<file path="config.mk">
export PLATFORM = sky130hd
export DESIGN_NAME = robot_motion_sequencer
export DESIGN_NICKNAME = d
export VERILOG_FILES = /design/src/rtl/robot_pkg.sv /design/src/rtl/robot_tick_gen.sv /design/src/rtl/robot_motion_sequencer.sv
export SDC_FILE = /design/constraint.sdc
export NUM_CORES = 1
export LEC_CHECK = 0
export ABC_AREA = 1
export BUFFER_PORTS_ARGS = -buffer_cell sky130_fd_sc_hd__buf_2
export CORE_MARGIN = 8
export CORE_UTILIZATION = 53
export DETAILED_ROUTE_END_ITERATION = 10
export PLACE_DENSITY_LB_ADDON = 0.15
export SLEW_MARGIN = 10
export SYNTH_ARGS = -nofsm -noshare
export SYNTH_HDL_FRONTEND = slang
export SYNTH_SLANG_ARGS = --single-unit
</file>
<file path="constraint.sdc">
create_clock -name clk -period 1.75 [get_ports clk]
set_input_delay 0.0875 -clock clk [delete_from_list [all_inputs] [get_ports clk]]
set_output_delay 0.0875 -clock clk [all_outputs]
set_load 0.005 [all_outputs]
</file>
<file path="src/rtl/robot_pkg.sv">
// ============================================================================
// Module : robot_pkg
// Brief  : State encodings and default timing for the robot motion sequencer.
// Rev    : 1.0  initial release
// ============================================================================
`default_nettype none

package robot_pkg;

  localparam logic [1:0] IDLE  = 2'd0;
  localparam logic [1:0] FWD   = 2'd1;
  localparam logic [1:0] ROT   = 2'd2;
  localparam logic [1:0] STUCK = 2'd3;

  typedef enum logic [1:0] {
    ST_IDLE  = IDLE,
    ST_FWD   = FWD,
    ST_ROT   = ROT,
    ST_STUCK = STUCK
  } seq_state_t;

  localparam int DEF_CLK_DIV     = 7;
  localparam int DEF_FWD_TICKS   = 2;
  localparam int DEF_ROT_TICKS   = 3;
  localparam int DEF_STUCK_LIMIT = 4;

  function automatic int max_int(input int a, input int b);
    return (a > b) ? a : b;
  endfunction

endpackage

`default_nettype wire

</file>
<file path="src/rtl/robot_tick_gen.sv">
// ============================================================================
// Module : robot_tick_gen
// Brief  : Free-running divider; registered one-cycle tick every CLK_DIV clocks.
// Rev    : 1.0  initial release
// ============================================================================
`default_nettype none

module robot_tick_gen
  import robot_pkg::*;
#(
  parameter int CLK_DIV = DEF_CLK_DIV
) (
  input  logic clk,
  input  logic rst,
  output logic tick
);

  localparam int CNT_W = max_int(1, $clog2(CLK_DIV));
  localparam logic [CNT_W-1:0] CNT_LAST = CNT_W'(CLK_DIV - 1);

  logic [CNT_W-1:0] cnt;
  logic [CNT_W-1:0] cnt_nxt;

  always_comb begin
    cnt_nxt = (cnt == CNT_LAST) ? '0 : cnt + CNT_W'(1);
  end

  // tick is registered off the next count so it lines up with cnt==CLK_DIV-1
  always_ff @(posedge clk or posedge rst) begin
    if (rst) begin
      cnt  <= '0;
      tick <= 1'b0;
    end else begin
      cnt  <= cnt_nxt;
      tick <= (cnt_nxt == CNT_LAST);
    end
  end

endmodule

`default_nettype wire

</file>
<file path="src/rtl/robot_motion_sequencer.sv">
// ============================================================================
// Module : robot_motion_sequencer
// Brief  : Times forward/rotate motor commands per tick and parks on spinning.
//          Macro SEQ_STUCK_DETECT_EN enables the rotation counter and STUCK.
// Rev    : 1.0  initial release
// ============================================================================
`default_nettype none

module robot_motion_sequencer
  import robot_pkg::*;
#(
  parameter int CLK_DIV     = DEF_CLK_DIV,
  parameter int FWD_TICKS   = DEF_FWD_TICKS,
  parameter int ROT_TICKS   = DEF_ROT_TICKS,
  parameter int STUCK_LIMIT = DEF_STUCK_LIMIT
) (
  input  logic clk,
  input  logic rst,
  input  logic f_req,
  input  logic r_req,
  input  logic clear_stuck,
  output logic tick,
  output logic cmd_ready,
  output logic motor_fwd,
  output logic motor_rot,
  output logic busy,
  output logic stuck
);

  localparam int DUR_MAX = max_int(FWD_TICKS, ROT_TICKS);
  localparam int DUR_W   = max_int(1, $clog2(DUR_MAX));
  localparam logic [DUR_W-1:0] FWD_LAST = DUR_W'(FWD_TICKS - 1);
  localparam logic [DUR_W-1:0] ROT_LAST = DUR_W'(ROT_TICKS - 1);

  seq_state_t       state;
  seq_state_t       state_nxt;
  logic [DUR_W-1:0] dur;
  logic [DUR_W-1:0] dur_nxt;

  robot_tick_gen #(
    .CLK_DIV (CLK_DIV)
  ) u_tick_gen (
    .clk  (clk),
    .rst  (rst),
    .tick (tick)
  );

`ifdef SEQ_STUCK_DETECT_EN
  localparam int ROT_W = max_int(1, $clog2(STUCK_LIMIT + 1));
  localparam logic [ROT_W-1:0] ROT_LIMIT = ROT_W'(STUCK_LIMIT);

  logic [ROT_W-1:0] rot_cnt;
  logic [ROT_W-1:0] rot_cnt_nxt;
  logic [ROT_W-1:0] rot_inc;

  // Saturating increment: the counter never exceeds STUCK_LIMIT
  assign rot_inc = (rot_cnt == ROT_LIMIT) ? rot_cnt : rot_cnt + ROT_W'(1);
`else
  logic unused_clear_stuck;
  assign unused_clear_stuck = clear_stuck;
`endif

  always_comb begin
    state_nxt = state;
    dur_nxt   = dur;
`ifdef SEQ_STUCK_DETECT_EN
    rot_cnt_nxt = rot_cnt;
`endif
    case (state)
      ST_IDLE: begin
        // Rotation wins when both requests arrive together
        if (tick && (f_req || r_req)) begin
          state_nxt = r_req ? ST_ROT : ST_FWD;
          dur_nxt   = '0;
        end
      end
      ST_FWD: begin
        if (tick) begin
          if (dur == FWD_LAST) begin
            state_nxt = ST_IDLE;
            dur_nxt   = '0;
`ifdef SEQ_STUCK_DETECT_EN
            rot_cnt_nxt = '0;
`endif
          end else begin
            dur_nxt = dur + DUR_W'(1);
          end
        end
      end
      ST_ROT: begin
        if (tick) begin
          if (dur == ROT_LAST) begin
            dur_nxt = '0;
`ifdef SEQ_STUCK_DETECT_EN
            rot_cnt_nxt = rot_inc;
            state_nxt   = (rot_inc == ROT_LIMIT) ? ST_STUCK : ST_IDLE;
`else
            state_nxt = ST_IDLE;
`endif
          end else begin
            dur_nxt = dur + DUR_W'(1);
          end
        end
      end
      ST_STUCK: begin
`ifdef SEQ_STUCK_DETECT_EN
        if (clear_stuck) begin
          state_nxt   = ST_IDLE;
          rot_cnt_nxt = '0;
        end
`else
        state_nxt = ST_IDLE;
`endif
      end
      default: state_nxt = ST_IDLE;
    endcase
  end

  // Outputs are registered from the next state so they match the state flop
  always_ff @(posedge clk or posedge rst) begin
    if (rst) begin
      state     <= ST_IDLE;
      dur       <= '0;
      cmd_ready <= 1'b0;
      motor_fwd <= 1'b0;
      motor_rot <= 1'b0;
      busy      <= 1'b0;
    end else begin
      state     <= state_nxt;
      dur       <= dur_nxt;
      cmd_ready <= (state_nxt == ST_IDLE);
      motor_fwd <= (state_nxt == ST_FWD);
      motor_rot <= (state_nxt == ST_ROT);
      busy      <= (state_nxt == ST_FWD) || (state_nxt == ST_ROT);
    end
  end

`ifdef SEQ_STUCK_DETECT_EN
  always_ff @(posedge clk or posedge rst) begin
    if (rst) begin
      rot_cnt <= '0;
      stuck   <= 1'b0;
    end else begin
      rot_cnt <= rot_cnt_nxt;
      stuck   <= (state_nxt == ST_STUCK);
    end
  end
`else
  assign stuck = 1'b0;
`endif

endmodule

`default_nettype wire

</file>
; ---- Word level (Yosys, flattened, before mapping)
; Index checks and enable logic that the tools add are counted.
[word_totals]
regBits = 12
input_bits = 5
out_inout_bits = 6
wordCells = 43
[classes]
addsub = 2
eq_ne = 12
muxes = 14
reduce_logical = 7
[op_table]
columns = operator, n
row1 = 2-to-1 mux 2 bit, 11
row2 = "equality test 2 bit, second input constant", 4
row3 = case mux 2 bit (4 select lines), 1
row4 = "equality test 2 x 1 -> 1 bit, second input constant", 3
row5 = "equality test 3 bit, second input constant", 2
row6 = case mux 2 bit (3 select lines), 1
row7 = logical NOT 2 bit, 2
row8 = "!= test 2 x 1 -> 1 bit, second input constant", 2
row9 = AND reduction 4 bit, 1
row10 = "adder 3 x 1 -> 3 bit, second input constant", 1
row11 = 2-to-1 mux 3 bit, 1
row12 = nonzero test 3 bit, 1
row13 = "adder 2 x 1 -> 2 bit, second input constant", 1
row14 = logical OR 1 bit, 2
row15 = "!= test 2 bit, second input constant", 1
row16 = logical AND 1 bit, 1

; ---- Logic depth before layout (Yosys ltp)
; Gate-level depths: netlist of the first run.
[logic_depth]
depth_word = 6
depth_mapped = 9
ltp_nobuf = 9

; ---- Hierarchy
; From an unflattened synthesis of the first run, not the netlist that was laid out.
[hier_totals]
cells_unflattened = 91
hier_area_um2 = 711.9
[modules_own_cells]
columns = module, instances, cells_each, area_per_inst_um2, seq_area_each_um2
row1 = robot_motion_sequencer, 1, 73, 556.8, 200.2
row2 = robot_tick_gen, 1, 18, 155.1, 100.1

; ---- Least setup slack after synthesis of the first run
; Ideal clock, no wire load.
[synth_path]
kind = flip-flop to flip-flop
start = reg state[0]
end = reg busy
setup_ps = 113
t_arrival_ps = 1278
t_required_ps = 1637
setup_slack_ps = 360
stages_incl_launch_ff = 9
n_path_buf = 0
period_less_slack_ps = 1390
path_cell_list = dfrtp_1 inv_1 ha_1 nor2_1 nand2_2 nand2_2 inv_1 ha_1 inv_1
[synth_via]
elab_chain_len = 5
elab_cells_between_ends = 13
classes_between = eq/ne (5) / mux (6) / reduce/logical (2)
[synth_lines]
columns = item, line
row1 = from (decl), robot_motion_sequencer.sv:35  ; seq_state_t state;
row2 = from (signal assigned), robot_motion_sequencer.sv:129  ; state <= state_nxt;
row3 = 2-to-1 mux 2 bit (on tied branches), "robot_motion_sequencer.sv:92, robot_motion_sequencer.sv:79"
row4 = 2-to-1 mux 2 bit (on tied branches), "robot_motion_sequencer.sv:91, robot_motion_sequencer.sv:78"
row5 = case mux 2 bit (4 select lines) (*), robot_motion_sequencer.sv:69  ; case (state)
row6 = via state_nxt[0], robot_motion_sequencer.sv:36  ; seq_state_t state_nxt;
row7 = equality test 2 x 1 -> 1 bit / equality test 2 bit (equally long branches), robot_motion_sequencer.sv:134  ; busy <= (state_nxt == ST_FWD) || (state_nxt == ST_ROT);
row8 = logical OR 1 bit (*), robot_motion_sequencer.sv:134
row9 = to (signal assigned), robot_motion_sequencer.sv:134
row10 = to (decl), robot_motion_sequencer.sv:26  ; output logic busy,
; The timed path passes the listed nets; every way through them passes the cells marked *.
; A chain may end at the register's enable or synchronous reset.

; ---- Final worst setup path of the first run
[layout_path]
start = reg state[1]
end = reg busy
[layout_via]
elab_cells_between_ends = 13
classes_between = eq/ne (5) / mux (6) / reduce/logical (2)
[layout_lines]
columns = item, line
row1 = equality test 2 bit (tied with other cells), robot_motion_sequencer.sv:69
row2 = case mux 2 bit (4 select lines) (*), robot_motion_sequencer.sv:69
row3 = via state_nxt[0], robot_motion_sequencer.sv:36
row4 = equality test 2 x 1 -> 1 bit / equality test 2 bit (equally long branches), robot_motion_sequencer.sv:134
row5 = logical OR 1 bit (*), robot_motion_sequencer.sv:134
; Marked as above.

==> results of run 1 <==
registers in the layout, summed over array words and instances, names as in the netlist:
| register | cells |
|---|---|
| dur | 2 |
| motor_rot | 1 |
| motor_fwd | 1 |
| state | 2 |
| u_tick_gen.tick | 1 |
| cmd_ready | 1 |
| u_tick_gen.cnt | 3 |
| busy | 1 |
cell type report:
cell class | instances | area [um2]
fill | 124 | 487
multi-input combinational | 58 | 330
sequential | 12 | 300
inverter | 16 | 60.1
timing repair buffer | 9 | 50.0
clock buffer | 3 | 22.5
tap | 15 | 18.8
how the worst max path moves through the flow:
stage	start	cells after the start	endpoint
CTS	state[1]	9	busy
floorplan	state[0]	8	busy
finish	state[1]	9	busy
detailed placement	state[1]	9	busy
global route	state[1]	9	busy
global placement	state[1]	9	busy
critical path: stages (launching register included):
cell	delay, ps
sky130_fd_sc_hd__dfrtp_1	400
sky130_fd_sc_hd__inv_1	140
sky130_fd_sc_hd__ha_1	230
sky130_fd_sc_hd__nand2_1	80
sky130_fd_sc_hd__nand2_2	90
sky130_fd_sc_hd__nand2_2	50
sky130_fd_sc_hd__nand2_2	90
sky130_fd_sc_hd__inv_1	70
sky130_fd_sc_hd__ha_1	270
sky130_fd_sc_hd__inv_1	40
cells in the mapped netlist:
cell                       count
sky130_fd_sc_hd__nand2_1      22
sky130_fd_sc_hd__inv_1        14
sky130_fd_sc_hd__dfrtp_1      12
sky130_fd_sc_hd__ha_1          8
sky130_fd_sc_hd__nor2_1        8
sky130_fd_sc_hd__nand3_1       7
sky130_fd_sc_hd__nand2_2       5
sky130_fd_sc_hd__inv_2         2
sky130_fd_sc_hd__a21boi_0      1
sky130_fd_sc_hd__a21oi_1       1
sky130_fd_sc_hd__a21oi_2       1
sky130_fd_sc_hd__buf_4         1
sky130_fd_sc_hd__conb_1        1
sky130_fd_sc_hd__nand3b_1      1
sky130_fd_sc_hd__nor3_1        1
sky130_fd_sc_hd__o21ai_0       1
sky130_fd_sc_hd__o21ai_2       1
power by group:
part           switching (mW)  internal [mW]  total (mW)
Combinational           0.326          0.204       0.530
Sequential             0.0364          0.351       0.388
Clock                  0.0778         0.0794       0.157
kinds of logic (layout without fill, tap and decap cells):
logic type,count (synthesis),after routing,share of synthesized area (%)
flip-flops,12,12,43.0
other,1,1,0.537
buffers and inverters,17,28,9.68
AO/OA/AOI/OAI,5,5,5.02
AND/OR/NAND/NOR,44,44,27.4
adder cells (fa/ha/maj),8,8,14.3
metal layers:
metal / global-route usage [%] / routed length [um] / part of all wire (%)
met1: 9.95 / 530 / 46
met2: 15.2 / 544 / 47
met3: 2.27 / 65 / 5.6
met4: 6.47 / 14 / 1.2
met5: 0 / 0 / 0
==> flow_summary.ini, run 1 <==
[run_status]
result_of_the_run = finished clean

[yosys]
synth.top_cell.area_share_pct = 43.0
number_of_flip_flops_and_latches_in_the_synthesized_netlist = 12
syn-num-nets = 100
synth.cell_area_um2 = 698
top_cells_by_area_in_the_synthesized_netlist = sky130_fd_sc_hd__dfrtp_1, sky130_fd_sc_hd__ha_1, sky130_fd_sc_hd__nand2_1
sequential_area_share_after_synthesis_pct = 43.0
synthCells = 87
ys_warn_count = 0
number_of_distinct_library_cells_after_synthesis = 17
synth_area_per_cell_um2 = 8.02
synth.largest_area_cell = sky130_fd_sc_hd__dfrtp_1

[clocking]
cts_num_sinks = 12
root_buffer = sky130_fd_sc_hd__clkbuf_4
cts_hold_buffers = 1
cts_buf_count = 3
clk-insertion-delay-late_ps = 260
tritoncts = yes
post_cts_sizing = 0
clkTransAtPathRegs_ps = 70
clock_tree.htree_level_count = 1
cts_max_path_buffers = 2
post-cts-setup-buffers = 0

[floorplanning]
initial_standard_cell_utilization_of_the_core_pct = 55.0
placement_rows = 13
core_area_um2 = 1270
pin_count = 11
die_height_um = 52.3
die_width_um = 52.3
full_die_area_um2 = 2730

[setup_path]
cp-end-kind = flip-flop
rr_worst_depth = 9
timing_worst_setup_path_type = reg2reg
timing.critical_path.arrival_ps = 1710
rrSetupSlack_ps = 190
worstPathMaxFanout = 5
worst_ep_required_time_ps = 1910
worstReg2RegEnd = busy
reg_to_reg_startpoint = state[1]
critical_path.startpoint_type = flip-flop

[placement]
placedCellCount = 109
dp_hpwl_um = 951
detailed_place.area_um2 = 749
dpl_worst_slack_ps = 198
port_buffers = 8
gp_routability_congestion = 0.724

[final_layout]
mostFrequentLayoutCells = sky130_fd_sc_hd__nand2_1, sky130_fd_sc_hd__inv_1, sky130_fd_sc_hd__dfrtp_1
layout-drive-gt1-share_pct = 20.4
final_common_cell = sky130_fd_sc_hd__nand2_1
final_cells = 113
area_delta_synth_final_pct = 12.0
antenna_cells_inserted = 0
fin_nets = 113
post-route-cell-area_um2 = 782
layout.core_utilization_pct = 61.6

[global_routing]
grt_pass1_vias = 499
grt_max_degree = 13
grt_antenna_before_repair = 0
grt_first_pass_wirelength_um = 1910
track_usage_pct = 9.19
grt_remaining_overflow = 0

[sta]
rsz0062_at_grt = false
setup_viol = 0
fmax_mhz = 642
fin_worst_skew_ps = 2.07
timing.hold.ws_ps = 266
setup_ws_ps = 194
hold_viol_final = 0
final.setup.tns_ps = 0
final_cycle_utilization_of_the_critical_path_pct = 88.9
final-max-slew-violation-count = 0
min_period_ps = 1560

[power]
ir_worst_vdd_uv = 772
p_per_area_nw_per_um2 = 1370
report.power.total_mw = 1.08
leakage_nw = 0.435

[detailed_routing]
drt_iter0_markers = 5
detailedRoute.firstPassIterationCount = 3
via_count = 515
route.antenna.remaining_nets = 0
drt-total-wl_um = 1160
wire_per_inst_um = 10.2
drc = 0
detail_route.vias_per_cell = 4.56

[worst_hold_path]
min_from = r_req
worst_hold_path_type = in2reg
worst_hold_path_endpoint = dur[0]
min_path_cells = 5

[run]
drv.max_cap_violation_count = 0
Power figures use the tool's default switching activity.
==> run 2: changes to the inputs <==
CORE_UTILIZATION = 48   (was 53)
clock period = 1.3 ns   (was 1.75 ns; I/O delays follow)
==> run 2 against run 1 <==
  * The flow now finishes with violations (negative setup slack)
  * Utilization grew 16 points
  * First-iteration DRC count grew 40%
  * Design area grew 33%
  * Combinational power grew to 2.7 times the previous value
  * Critical endpoint unchanged
  * Largest cell class unchanged
  * Largest power group unchanged
==> flow_summary.ini, run 2 (synthesized netlist as in run 1, its figures left out) <==
[placement]
port_buffers = 8
gp_routability_congestion = 0.752
dp_hpwl_um = 975
dpl_worst_slack_ps = -98.1
detailed_place.area_um2 = 812
placedCellCount = 117

[setup_path]
timing.critical_path.arrival_ps = 1590
rr_worst_depth = 9
worst_ep_required_time_ps = 1460
rrSetupSlack_ps = -130
reg_to_reg_startpoint = state[0]
timing_worst_setup_path_type = reg2reg
critical_path.startpoint_type = flip-flop
startpoint = state[0]
cp-end-kind = flip-flop
worstReg2RegEnd = busy
worstPathMaxFanout = 3

[power]
leakage_nw = 0.517
p_int_mw = 1.34
report.power.total_mw = 2.27
pwr-share-clk_pct = 12.3
p_per_area_nw_per_um2 = 2190
ir_worst_vdd_uv = 1120
p_sw_mw = 0.928
sequentialPowerShare_pct = 24.1
sw_frac_of_total_pct = 40.9
comb_power_share_pct = 63.6

[worst_hold_path]
worst_hold_path_type = in2reg
worst_hold_path_endpoint = dur[0]
min_from = r_req
min_path_cells = 5

[clocking]
tritoncts = yes
root_buffer = sky130_fd_sc_hd__clkbuf_4
clkTransAtPathRegs_ps = 70
clk-insertion-delay-late_ps = 260
cts_num_sinks = 12
cts_buf_count = 3
clock_tree.htree_level_count = 1
cts_max_path_buffers = 2

[detailed_routing]
wire_per_inst_um = 13.5
drc = 0
detail_route.vias_per_cell = 5.08
via_count = 645
drt-total-wl_um = 1720
route.antenna.remaining_nets = 0
drt_iter0_markers = 7
detailedRoute.firstPassIterationCount = 4

[global_routing]
grt_first_pass_wirelength_um = 2490
grt_remaining_overflow = 0
grt_util_met3_pct = 1.93
top_usage_layer = met2
grt_pass1_vias = 628
global_route.usage.met2_pct = 20.8
track_usage_pct = 11.7
met1_usage_pct = 12.1
grt_max_degree = 13
grt_antenna_before_repair = 0

[final_layout]
layout-drive-gt1-share_pct = 48.2
antenna_cells_inserted = 0
final_common_cell = sky130_fd_sc_hd__nand2_1
area_delta_synth_final_pct = 48.6
largest_registers = u_tick_gen.cnt: 3 flops, dur: 2 flops, state: 2 flops
flip_flop_count_of_the_largest_register_all_copies_and_words_added = 3
mostFrequentLayoutCells = sky130_fd_sc_hd__nand2_1, sky130_fd_sc_hd__dfrtp_1, sky130_fd_sc_hd__buf_4, sky130_fd_sc_hd__inv_1, sky130_fd_sc_hd__buf_2
nFillCells = 94
fin_nets = 126
largest-register = u_tick_gen.cnt
post-route-cell-area_um2 = 1040
final_cells = 127
layout.core_utilization_pct = 77.8

[sta]
fmax_mhz = 701
final_cycle_utilization_of_the_critical_path_pct = 110
hold_viol_final = 0
final-max-slew-violation-count = 0
setup_ws_ps = -127
fin_worst_skew_ps = 2.48
rsz0062_at_grt = true
setup_viol = 6
min_period_ps = 1430

[floorplanning]
pin_count = 11
die_width_um = 54.1
core_area_um2 = 1330
die_height_um = 54.1
placement_rows = 13
initial_standard_cell_utilization_of_the_core_pct = 52.3
full_die_area_um2 = 2930

[run_status]
result_of_the_run = finished, violations left
violations_in_the_final_reports = negative setup slack

[run]
drv.max_cap_violation_count = 0
run 2: worst max path at each step:
stage                     endpoint  slack, ps  cells past startpoint
final                         busy       -130                      9
after global routing        dur[0]       -170                      9
after CTS                     busy        -80                      9
after detailed placement    dur[0]       -100                      9
after global placement        busy       -100                      9
after floorplan               busy        -60                      9
run 2: power groups by stage:
stage / Clock [mW] / Combinational [mW] / Sequential, mW
after floorplan: 0 / 0.542 / 0.534
after global placement: 0 / 0.859 / 0.526
after detailed placement: 0 / 0.863 / 0.526
after CTS: 0.285 / 1.19 / 0.534
after global routing: 0.308 / 1.56 / 0.554
final: 0.279 / 1.44 / 0.546
run 2: metrics by stage:
step / TNS, ps / hold WS [ps]
after floorplan: -55.6 / -70.3
after global placement: -351 / 81.7
after detailed placement: -329 / 88.3
after CTS: -305 / 235
after global routing: -698 / 283
final: -432 / 242
run 2: final cells by class:
class | instances | area, um2 | share of cell area (%)
Clock buffer | 4 | 36.3 | 3.50
Inverter | 16 | 72.6 | 7.00
Multi-Input combinational cell | 58 | 445 | 42.9
Sequential cell | 12 | 302 | 29.1
Tap cell | 15 | 18.8 | 1.81
Timing Repair Buffer | 22 | 163 | 15.7
run 2: what timing repair did:
item                       in CTS  in global routing
gates cloned                    0                  0
resized for setup              21                 13
buffers inserted                4                  1
setup endpoints to repair       6                  6
hold buffers                    1                  0
hold endpoints to repair       12                  0
pin swaps                      12                 11
run 2: metal layers:
metal	part of all wire (%)	vias to the layer above	wire (um)
met5	0	-	0
met4	5.2	0	89
met3	5.2	10	90
met2	51	28	868
met1	39	296	666
li1	-	311	-
run 2: worst max-delay path, stage by stage (launching register included):
cell	delay [ps]
sky130_fd_sc_hd__dfrtp_1	430
sky130_fd_sc_hd__inv_2	150
sky130_fd_sc_hd__ha_4	170
sky130_fd_sc_hd__nand2_2	50
sky130_fd_sc_hd__nand2_2	70
sky130_fd_sc_hd__nand2_2	60
sky130_fd_sc_hd__nand2_4	70
sky130_fd_sc_hd__inv_4	50
sky130_fd_sc_hd__ha_4	250
sky130_fd_sc_hd__inv_2	20
